`src/rtl/gb_host_arb_if.sv`:
```
// Bundles the two host request/response ports and the shared bus of gb_host_arb.
// master = arbiter side, slave = host and bus environment side.
interface gb_host_arb_if #(
   parameter int AW = 24,
   parameter int DW = 32
);
   logic          req0_valid;
   logic          req0_ready;
   logic          req0_we;
   logic [AW-1:0] req0_addr;
   logic [DW-1:0] req0_wdata;
   logic          rsp0_valid;
   logic [DW-1:0] rsp0_rdata;

   logic          req1_valid;
   logic          req1_ready;
   logic          req1_we;
   logic [AW-1:0] req1_addr;
   logic [DW-1:0] req1_wdata;
   logic          rsp1_valid;
   logic [DW-1:0] rsp1_rdata;

   logic [AW-1:0] gb_addr;
   logic [DW-1:0] gb_wdata;
   logic          gb_we;
   logic          gb_re;
   logic [DW-1:0] gb_rdata;

   modport master (
      input  req0_valid, req0_we, req0_addr, req0_wdata,
      input  req1_valid, req1_we, req1_addr, req1_wdata,
      input  gb_rdata,
      output req0_ready, rsp0_valid, rsp0_rdata,
      output req1_ready, rsp1_valid, rsp1_rdata,
      output gb_addr, gb_wdata, gb_we, gb_re
   );

   modport slave (
      output req0_valid, req0_we, req0_addr, req0_wdata,
      output req1_valid, req1_we, req1_addr, req1_wdata,
      output gb_rdata,
      input  req0_ready, rsp0_valid, rsp0_rdata,
      input  req1_ready, rsp1_valid, rsp1_rdata,
      input  gb_addr, gb_wdata, gb_we, gb_re
   );
endinterface

```
`src/rtl/gb_host_arb.sv`:
```
// Two-host arbiter onto a single shared bus; one transaction in flight,
// round-robin on ties, read data returned RD_LAT cycles after the read strobe.
module gb_host_arb #(
   parameter int AW     = 24,
   parameter int DW     = 32,
   parameter int RD_LAT = 1
) (
   input logic           clk,
   input logic           rst,
   gb_host_arb_if.master bus
);
   typedef enum logic [1:0] {
      ST_IDLE  = 2'd0,
      ST_ISSUE = 2'd1,
      ST_WAIT  = 2'd2,
      ST_RESP  = 2'd3
   } state_t;

   localparam logic [3:0] LAT = 4'(RD_LAT);

   state_t        state_r, state_s;
   logic          last_grant_r, port_r, we_r;
   logic [3:0]    cnt_r;
   logic          grant0_s, grant1_s, ready0_s, ready1_s, accept_s;
   logic          sel_we_s;
   logic [AW-1:0] sel_addr_s;
   logic [DW-1:0] sel_wdata_s;
   logic          fire_s;
   logic [DW-1:0] fire_data_s;
   logic          gb_we_r, gb_re_r;
   logic [AW-1:0] gb_addr_r;
   logic [DW-1:0] gb_wdata_r;
   logic          rsp0_valid_r, rsp1_valid_r;
   logic [DW-1:0] rsp0_rdata_r, rsp1_rdata_r;

   // Grant: a lone requester wins, on a tie the port not served last wins
   always_comb begin
      grant0_s = 1'b0;
      grant1_s = 1'b0;
      if (bus.req0_valid && bus.req1_valid) begin
         if (last_grant_r) begin
            grant0_s = 1'b1;
         end else begin
            grant1_s = 1'b1;
         end
      end else if (bus.req0_valid) begin
         grant0_s = 1'b1;
      end else if (bus.req1_valid) begin
         grant1_s = 1'b1;
      end else begin
         grant0_s = 1'b0;
      end
   end

   assign ready0_s = (state_r == ST_IDLE) & grant0_s & ~rst;
   assign ready1_s = (state_r == ST_IDLE) & grant1_s & ~rst;
   assign accept_s = ready0_s | ready1_s;

   // Request fields of whichever port is being accepted
   always_comb begin
      sel_we_s    = bus.req0_we;
      sel_addr_s  = bus.req0_addr;
      sel_wdata_s = bus.req0_wdata;
      if (ready1_s) begin
         sel_we_s    = bus.req1_we;
         sel_addr_s  = bus.req1_addr;
         sel_wdata_s = bus.req1_wdata;
      end else begin
         sel_we_s    = bus.req0_we;
      end
   end

   // Completion: writes finish right after the strobe, reads once the latency count is reached
   always_comb begin
      fire_s      = 1'b0;
      fire_data_s = '0;
      if (state_r == ST_ISSUE && we_r) begin
         fire_s = 1'b1;
      end else if (state_r == ST_WAIT && cnt_r == LAT) begin
         fire_s      = 1'b1;
         fire_data_s = bus.gb_rdata;
      end else begin
         fire_s = 1'b0;
      end
   end

   // Next-state logic
   always_comb begin
      state_s = state_r;
      case (state_r)
         ST_IDLE:  state_s = accept_s ? ST_ISSUE : ST_IDLE;
         ST_ISSUE: state_s = we_r ? ST_RESP : ST_WAIT;
         ST_WAIT:  state_s = fire_s ? ST_RESP : ST_WAIT;
         ST_RESP:  state_s = ST_IDLE;
         default:  state_s = ST_IDLE;
      endcase
   end

   // State register
   always_ff @(posedge clk or posedge rst) begin
      if (rst) begin
         state_r <= ST_IDLE;
      end else begin
         state_r <= state_s;
      end
   end

   // Transaction latch, bus strobes, latency counter and response registers
   always_ff @(posedge clk or posedge rst) begin
      if (rst) begin
         last_grant_r <= 1'b1;
         port_r       <= 1'b0;
         we_r         <= 1'b0;
         cnt_r        <= 4'd0;
         gb_we_r      <= 1'b0;
         gb_re_r      <= 1'b0;
         gb_addr_r    <= '0;
         gb_wdata_r   <= '0;
         rsp0_valid_r <= 1'b0;
         rsp1_valid_r <= 1'b0;
         rsp0_rdata_r <= '0;
         rsp1_rdata_r <= '0;
      end else begin
         gb_we_r      <= 1'b0;
         gb_re_r      <= 1'b0;
         rsp0_valid_r <= 1'b0;
         rsp1_valid_r <= 1'b0;
         if (accept_s) begin
            port_r       <= ready1_s;
            last_grant_r <= ready1_s;
            we_r         <= sel_we_s;
            gb_addr_r    <= sel_addr_s;
            gb_we_r      <= sel_we_s;
            gb_re_r      <= ~sel_we_s;
            if (sel_we_s) begin
               gb_wdata_r <= sel_wdata_s;
            end
         end
         if (state_r == ST_ISSUE) begin
            cnt_r <= 4'd1;
         end else if (state_r == ST_WAIT && !fire_s) begin
            cnt_r <= cnt_r + 4'd1;
         end else begin
            cnt_r <= 4'd0;
         end
         if (fire_s) begin
            if (port_r) begin
               rsp1_valid_r <= 1'b1;
               rsp1_rdata_r <= fire_data_s;
            end else begin
               rsp0_valid_r <= 1'b1;
               rsp0_rdata_r <= fire_data_s;
            end
         end
      end
   end

   assign bus.req0_ready = ready0_s;
   assign bus.req1_ready = ready1_s;
   assign bus.gb_we      = gb_we_r;
   assign bus.gb_re      = gb_re_r;
   assign bus.gb_addr    = gb_addr_r;
   assign bus.gb_wdata   = gb_wdata_r;
   assign bus.rsp0_valid = rsp0_valid_r;
   assign bus.rsp1_valid = rsp1_valid_r;
   assign bus.rsp0_rdata = rsp0_rdata_r;
   assign bus.rsp1_rdata = rsp1_rdata_r;
endmodule

```
`src/flat_wrapper.sv`:
```
// flat-port wrapper written by rule: the top's interface ports become plain ports
module gb_host_arb_flat 
#(
   parameter int AW     = 24,
   parameter int DW     = 32,
   parameter int RD_LAT = 1
)
  (clk, rst, bus_req0_valid, bus_req0_we, bus_req0_addr, bus_req0_wdata, bus_req1_valid, bus_req1_we, bus_req1_addr, bus_req1_wdata, bus_gb_rdata, bus_req0_ready, bus_rsp0_valid, bus_rsp0_rdata, bus_req1_ready, bus_rsp1_valid, bus_rsp1_rdata, bus_gb_addr, bus_gb_wdata, bus_gb_we, bus_gb_re);
  gb_host_arb_if #(.AW(AW), .DW(DW)) bus_i ();
  input logic clk;
  input logic rst;
  input wire logic [$bits(bus_i.req0_valid)-1:0] bus_req0_valid;
  input wire logic [$bits(bus_i.req0_we)-1:0] bus_req0_we;
  input wire logic [$bits(bus_i.req0_addr)-1:0] bus_req0_addr;
  input wire logic [$bits(bus_i.req0_wdata)-1:0] bus_req0_wdata;
  input wire logic [$bits(bus_i.req1_valid)-1:0] bus_req1_valid;
  input wire logic [$bits(bus_i.req1_we)-1:0] bus_req1_we;
  input wire logic [$bits(bus_i.req1_addr)-1:0] bus_req1_addr;
  input wire logic [$bits(bus_i.req1_wdata)-1:0] bus_req1_wdata;
  input wire logic [$bits(bus_i.gb_rdata)-1:0] bus_gb_rdata;
  output wire logic [$bits(bus_i.req0_ready)-1:0] bus_req0_ready;
  output wire logic [$bits(bus_i.rsp0_valid)-1:0] bus_rsp0_valid;
  output wire logic [$bits(bus_i.rsp0_rdata)-1:0] bus_rsp0_rdata;
  output wire logic [$bits(bus_i.req1_ready)-1:0] bus_req1_ready;
  output wire logic [$bits(bus_i.rsp1_valid)-1:0] bus_rsp1_valid;
  output wire logic [$bits(bus_i.rsp1_rdata)-1:0] bus_rsp1_rdata;
  output wire logic [$bits(bus_i.gb_addr)-1:0] bus_gb_addr;
  output wire logic [$bits(bus_i.gb_wdata)-1:0] bus_gb_wdata;
  output wire logic [$bits(bus_i.gb_we)-1:0] bus_gb_we;
  output wire logic [$bits(bus_i.gb_re)-1:0] bus_gb_re;
  assign bus_i.req0_valid = bus_req0_valid;
  assign bus_i.req0_we = bus_req0_we;
  assign bus_i.req0_addr = bus_req0_addr;
  assign bus_i.req0_wdata = bus_req0_wdata;
  assign bus_i.req1_valid = bus_req1_valid;
  assign bus_i.req1_we = bus_req1_we;
  assign bus_i.req1_addr = bus_req1_addr;
  assign bus_i.req1_wdata = bus_req1_wdata;
  assign bus_i.gb_rdata = bus_gb_rdata;
  assign bus_req0_ready = bus_i.req0_ready;
  assign bus_rsp0_valid = bus_i.rsp0_valid;
  assign bus_rsp0_rdata = bus_i.rsp0_rdata;
  assign bus_req1_ready = bus_i.req1_ready;
  assign bus_rsp1_valid = bus_i.rsp1_valid;
  assign bus_rsp1_rdata = bus_i.rsp1_rdata;
  assign bus_gb_addr = bus_i.gb_addr;
  assign bus_gb_wdata = bus_i.gb_wdata;
  assign bus_gb_we = bus_i.gb_we;
  assign bus_gb_re = bus_i.gb_re;
  gb_host_arb #(.AW(AW), .DW(DW), .RD_LAT(RD_LAT)) u_core (.clk(clk), .rst(rst), .bus(bus_i));
endmodule
```
`config.mk`:
```
export PLATFORM = sky130hd
export DESIGN_NAME = gb_host_arb_flat
export DESIGN_NICKNAME = d
export VERILOG_FILES = /design/src/rtl/gb_host_arb_if.sv /design/src/rtl/gb_host_arb.sv /design/src/flat_wrapper.sv
export SDC_FILE = /design/constraint.sdc
export NUM_CORES = 1
export LEC_CHECK = 0
export CORE_ASPECT_RATIO = 2
export CORE_MARGIN = 3
export CORE_UTILIZATION = 30
export DETAILED_ROUTE_END_ITERATION = 16
export DONT_BUFFER_PORTS = 1
export SETUP_SLACK_MARGIN = 0.2
export SLEW_MARGIN = 20
export SYNTH_ARGS = -nofsm -noshare
export SYNTH_HDL_FRONTEND = slang
export SYNTH_SLANG_ARGS = --single-unit
export TNS_END_PERCENT = 50
```
`constraint.sdc`:
```
create_clock -name clk -period 4.85 [get_ports clk]
set_input_delay 0.7275 -clock clk [delete_from_list [all_inputs] [get_ports clk]]
set_output_delay 0.7275 -clock clk [all_outputs]
set_load 0.01 [all_outputs]
```
# [After elaboration in Yosys (flattened, before gate mapping)]
# Index checks and enable logic that the tools add are counted.
[word_totals] register_bits=133 latchBits=0 ramBits=0 romBits=0 in_bits=150 out_inout_bits=126 elab_cells=61 n_memories=0
[op_classes] n_addsub=1 mul=0 div=0 n_lt_le_gt_ge=0 eq_ne=4 shift=0 n_mux=26 n_bitwise=8 n_reduce_logical=9
[ops] cell="2-to-1 mux 32 bit" count=3
[ops] cell="2-to-1 mux 24 bit" count=1
[ops] cell="2-to-1 mux 1 bit" count=19
[ops] cell="2-to-1 mux 4 bit" count=2
[ops] cell="one-hot mux 2 bit (4 select lines)" count=1
[ops] cell="AND reduction 2 bit" count=3
[ops] cell="adder 4 x 1 -> 4 bit (second input constant)" count=1
[ops] cell="bitwise AND 1 bit" count=4
[ops] cell="== test 2 bit (second input constant)" count=2
[ops] cell="== test 4 x 1 -> 1 bit (second input constant)" count=1
[ops] cell="logical AND 1 bit" count=4
[ops] cell="NOT 1 bit" count=3
[ops] cell="== test 2 x 1 -> 1 bit (second input constant)" count=1
[ops] cell="zero test 2 bit" count=1
[ops] cell="zero test 1 bit" count=1
[ops] cell="bitwise OR 1 bit" count=1

# [Longest topological paths before layout]
[logic_depth] depth_word=8 ltp_mapped=8 mapped_depth_nobuf=5

# [Worst setup path after synthesis]
# No wires, ideal clock.
[synth_timing] path_kind="input-to-output" start="in rst" end="out bus_req0_ready" arrival_time_ns=1.490 slack_ns=2.632 cell_stages=4 path_buffers=2 cell_sequence="nand2b_1 -> buf_2 -> clkbuf_1 -> nor3b_1"
[synth_via] elab_chain_cells=2
[synth_lines] element="from (decl)" line_no="flat_wrapper.sv:11" source="input logic rst;"
[synth_lines] element="NOT 1 bit" line_no="gb_host_arb.sv:55" source="assign ready0_s = (state_r == ST_IDLE) & grant0_s & ~rst;"
[synth_lines] element="bitwise AND 1 bit" line_no="gb_host_arb.sv:55"
[synth_lines] element="to (decl)" line_no="flat_wrapper.sv:21" source="output wire logic [$bits(bus_i.req0_ready)-1:0] bus_req0_ready;"
# No other way between the ends.

# [Final worst setup path]
[layout_timing] start="reg u_core.state_r[0]" end="out bus_req1_ready"
[layout_via] elab_chain_cells=3
[layout_lines] element="from (decl)" line_no="gb_host_arb.sv:21" source="state_t state_r, state_s;"
[layout_lines] element="from (signal assigned)" line_no="gb_host_arb.sv:104" source="state_r <= state_s;"
[layout_lines] element="zero test 2 bit" line_no="gb_host_arb.sv:56" source="assign ready1_s = (state_r == ST_IDLE) & grant1_s & ~rst;"
[layout_lines] element="bitwise AND 1 bit (2 in series)" line_no="gb_host_arb.sv:56"
[layout_lines] element="to (decl)" line_no="flat_wrapper.sv:24" source="output wire logic [$bits(bus_i.req1_ready)-1:0] bus_req1_ready;"
# No other way between the ends.

==> qor.csv <==
metric,value,unit
status,"finished, final reports clean",
cp.required,4.12,ns
clk_path_buf_depth,2,
clock_sinks,133,
worstMarginPinSlew,1.026,ns
startpoint_type,flop,
yosysWarnings,0,
post_cts_buffers,0,
seq_area_frac_synth,56.79,%
layout_commonest_cell,dfrtp_1,
antenna_found_initial,4,
cts_resized,0,
drv_slew,0,
cts_tree,yes,
synthArstFlopShare,100.0,%
grt_usage,15.63,%
total_leakage_power,2.672,nW
rsz0062_at_grt,false,
synthTopCellsByArea,"dfrtp_1 (56%), a32o_1 (11%), or3_1 (6.8%)",
wl,17230,um
synth_fp_nets,647,
dp_hpwl,11870,um
finalSetupTns,0,ns
start_util,30.84,%
nets,622,
wl_met2,9450,um
vias,4436,
syn_avg_cell_area,11.94,um2
synth_cells,491,
yosysUniqueCellTypes,39,
crit_path_end_kind,output pin,
dpl.cell_count,701,
hp-class,primary input to async pin,
synth_flop_cell,dfrtp_1,
post-route-period-util,60.64,%
hold_violations,0,
wire_per_inst,23.34,um
cts_made_buffers,17,
vdd_ir_drop_max,0.0003658,V
crit_path_max_fanout,27,
die_y,203.7,um
grt_pass1_vias,4634,
place_congestion,0.8321,
final_cells,738,
maxCapViolCount,0,
power-per-cell-area,689.7,nW/um2
setup_viol,0,
synth_top_area_share,56.34,%
first_pass_iters,5,
rrSetupSlack,2.46,ns
synth_top_area_cell,dfrtp_1,
met1Wirelength,5685,um
io_pins,276,
timing.fmax,340.0,MHz
synth_edf_count,0,
dieArea,21360,um2
yosys_register_bits,133,
core,19010,um2
grt_remaining_overflow,0,
drive_above_1_share,11.90,%
drc,0,
top_layer,met4,
drt_iter0_drc,326,
final_cell_mix,"dfrtp_1 (132), or3_1 (64), a32o_1 (64), o311a_1 (32), inv_1 (27)",
htree_levels,4,
clock-root-buffer,clkbuf_16,
fin_crit,2.941,ns
route.met3.wl,1355,um
path_class,flop to output pin,
skew,0.005359,ns
grt_first_pass_wirelength,26340,um
slew_headroom,31.57,%
hold_buffers,0,
grt_max_degree,89,
insertion_delay,0.41,ns
final_antenna_net_count,0,
port_buffers,0,
rows,71,
syn_area,5863,um2
area_delta_synth_final,12.70,%
fp.dieW,104.9,um
viasPerCell,6.011,
path_clk_slew,0.06,ns
arrival,2.21,ns
metal layers:
metal,vias up,GRT usage (%)
li1,1868,-
met1,2229,16.42
met2,292,27.41
met3,47,4.435
met4,0,9.432
met5,-,0
kinds of logic (layout without fill, tap and decap cells):
kind of cell / after synthesis / count (layout) / share of synthesized area [%]
adder cells (fa/ha/maj): 6 / 6 / 1.280
flip-flops: 133 / 133 / 56.79
AO/OA/AOI/OAI: 156 / 156 / 23.58
XOR/XNOR: 2 / 2 / 0.2988
buffers and inverters: 84 / 72 / 6.786
AND/OR/NAND/NOR: 110 / 110 / 11.27
other: 0 / 4 / 0
synth_stat cells (all sizes together), types with 6 or more instances:
cell type,instances
a32o,64
buf,26
clkbuf,27
dfrtp,132
ha,6
inv,30
nand3,25
nor2,7
o21ai,27
o311a,32
o311ai,24
or3,64
sequential cells by signal, summed over array words and instances (netlist names):
signal                 count
u_core.bus.rsp0_valid      1
u_core.port_r              1
u_core.bus.rsp0_rdata     32
u_core.bus.gb_wdata       32
u_core.bus.gb_addr        24
u_core.we_r                1
u_core.bus.rsp1_valid      1
u_core.bus.rsp1_rdata     32
u_core.state_r             2
u_core.cnt_r               4
u_core.bus.gb_re           1
u_core.last_grant_r        1
u_core.bus.gb_we           1
per-stage QoR:
| stage | power, mW | util (%) | hold WS [ns] | setup WS (ns) | area [um2] |
|---|---|---|---|---|---|
| 4_1_cts | 4.603 | 34.53 | 0.3547 | 1.871 | 6565 |
| 3_5_place_dp | 3.298 | 31.44 | 0.5359 | 2.127 | 5977 |
| 5_1_grt | 4.803 | 34.76 | 0.3829 | 1.714 | 6608 |
| 6_report | 4.558 | 34.76 | 0.3333 | 1.909 | 6608 |
| 3_3_place_gp | 3.224 | 31.44 | 0.5210 | 2.199 | 5977 |
| 2_1_floorplan | 2.967 | - | 0.4972 | 0.5698 | 5863 |
power breakdown:
group	switching (mW)	internal (mW)
Sequential	0.583	1.58
Clock	0.554	0.731
Combinational	0.623	0.490
worst max-delay path: stages, from the launching register on:
cell      delay, ns
dfrtp_1        0.38
inv_1          0.10
ha_1           0.23
nand2b_1       0.50
nor2_2         0.25
buf_4          0.33
worst paths after layout:
check | start | to | depth (start not counted)
worst max-delay path | u_core.state_r[0] | bus_req1_ready | 5
worst min-delay path | rst | u_core.bus.gb_wdata[31] | 1
worst max register to register | u_core.state_r[0] | u_core.bus.gb_wdata[27] | 6
worst min register to register | u_core.last_grant_r | u_core.last_grant_r | 1
max in group asynchronous | rst | u_core.bus.rsp1_rdata[31] | 2
min in group clk | bus_gb_rdata[15] | u_core.bus.rsp0_rdata[15] | 1
cell type report:
cell class | count | area, um2
Antenna cell | 4 | 10.01
Clock buffer | 17 | 425.4
Clock inverter | 15 | 162.7
Fill cell | 1907 | 12400
Inverter | 31 | 121.4
Multi-Input combinational cell | 274 | 2168
Sequential cell | 133 | 3329
Tap cell | 255 | 319.1
Timing Repair Buffer | 9 | 71.32
No activity file was read; power rests on OpenSTA's default activity.
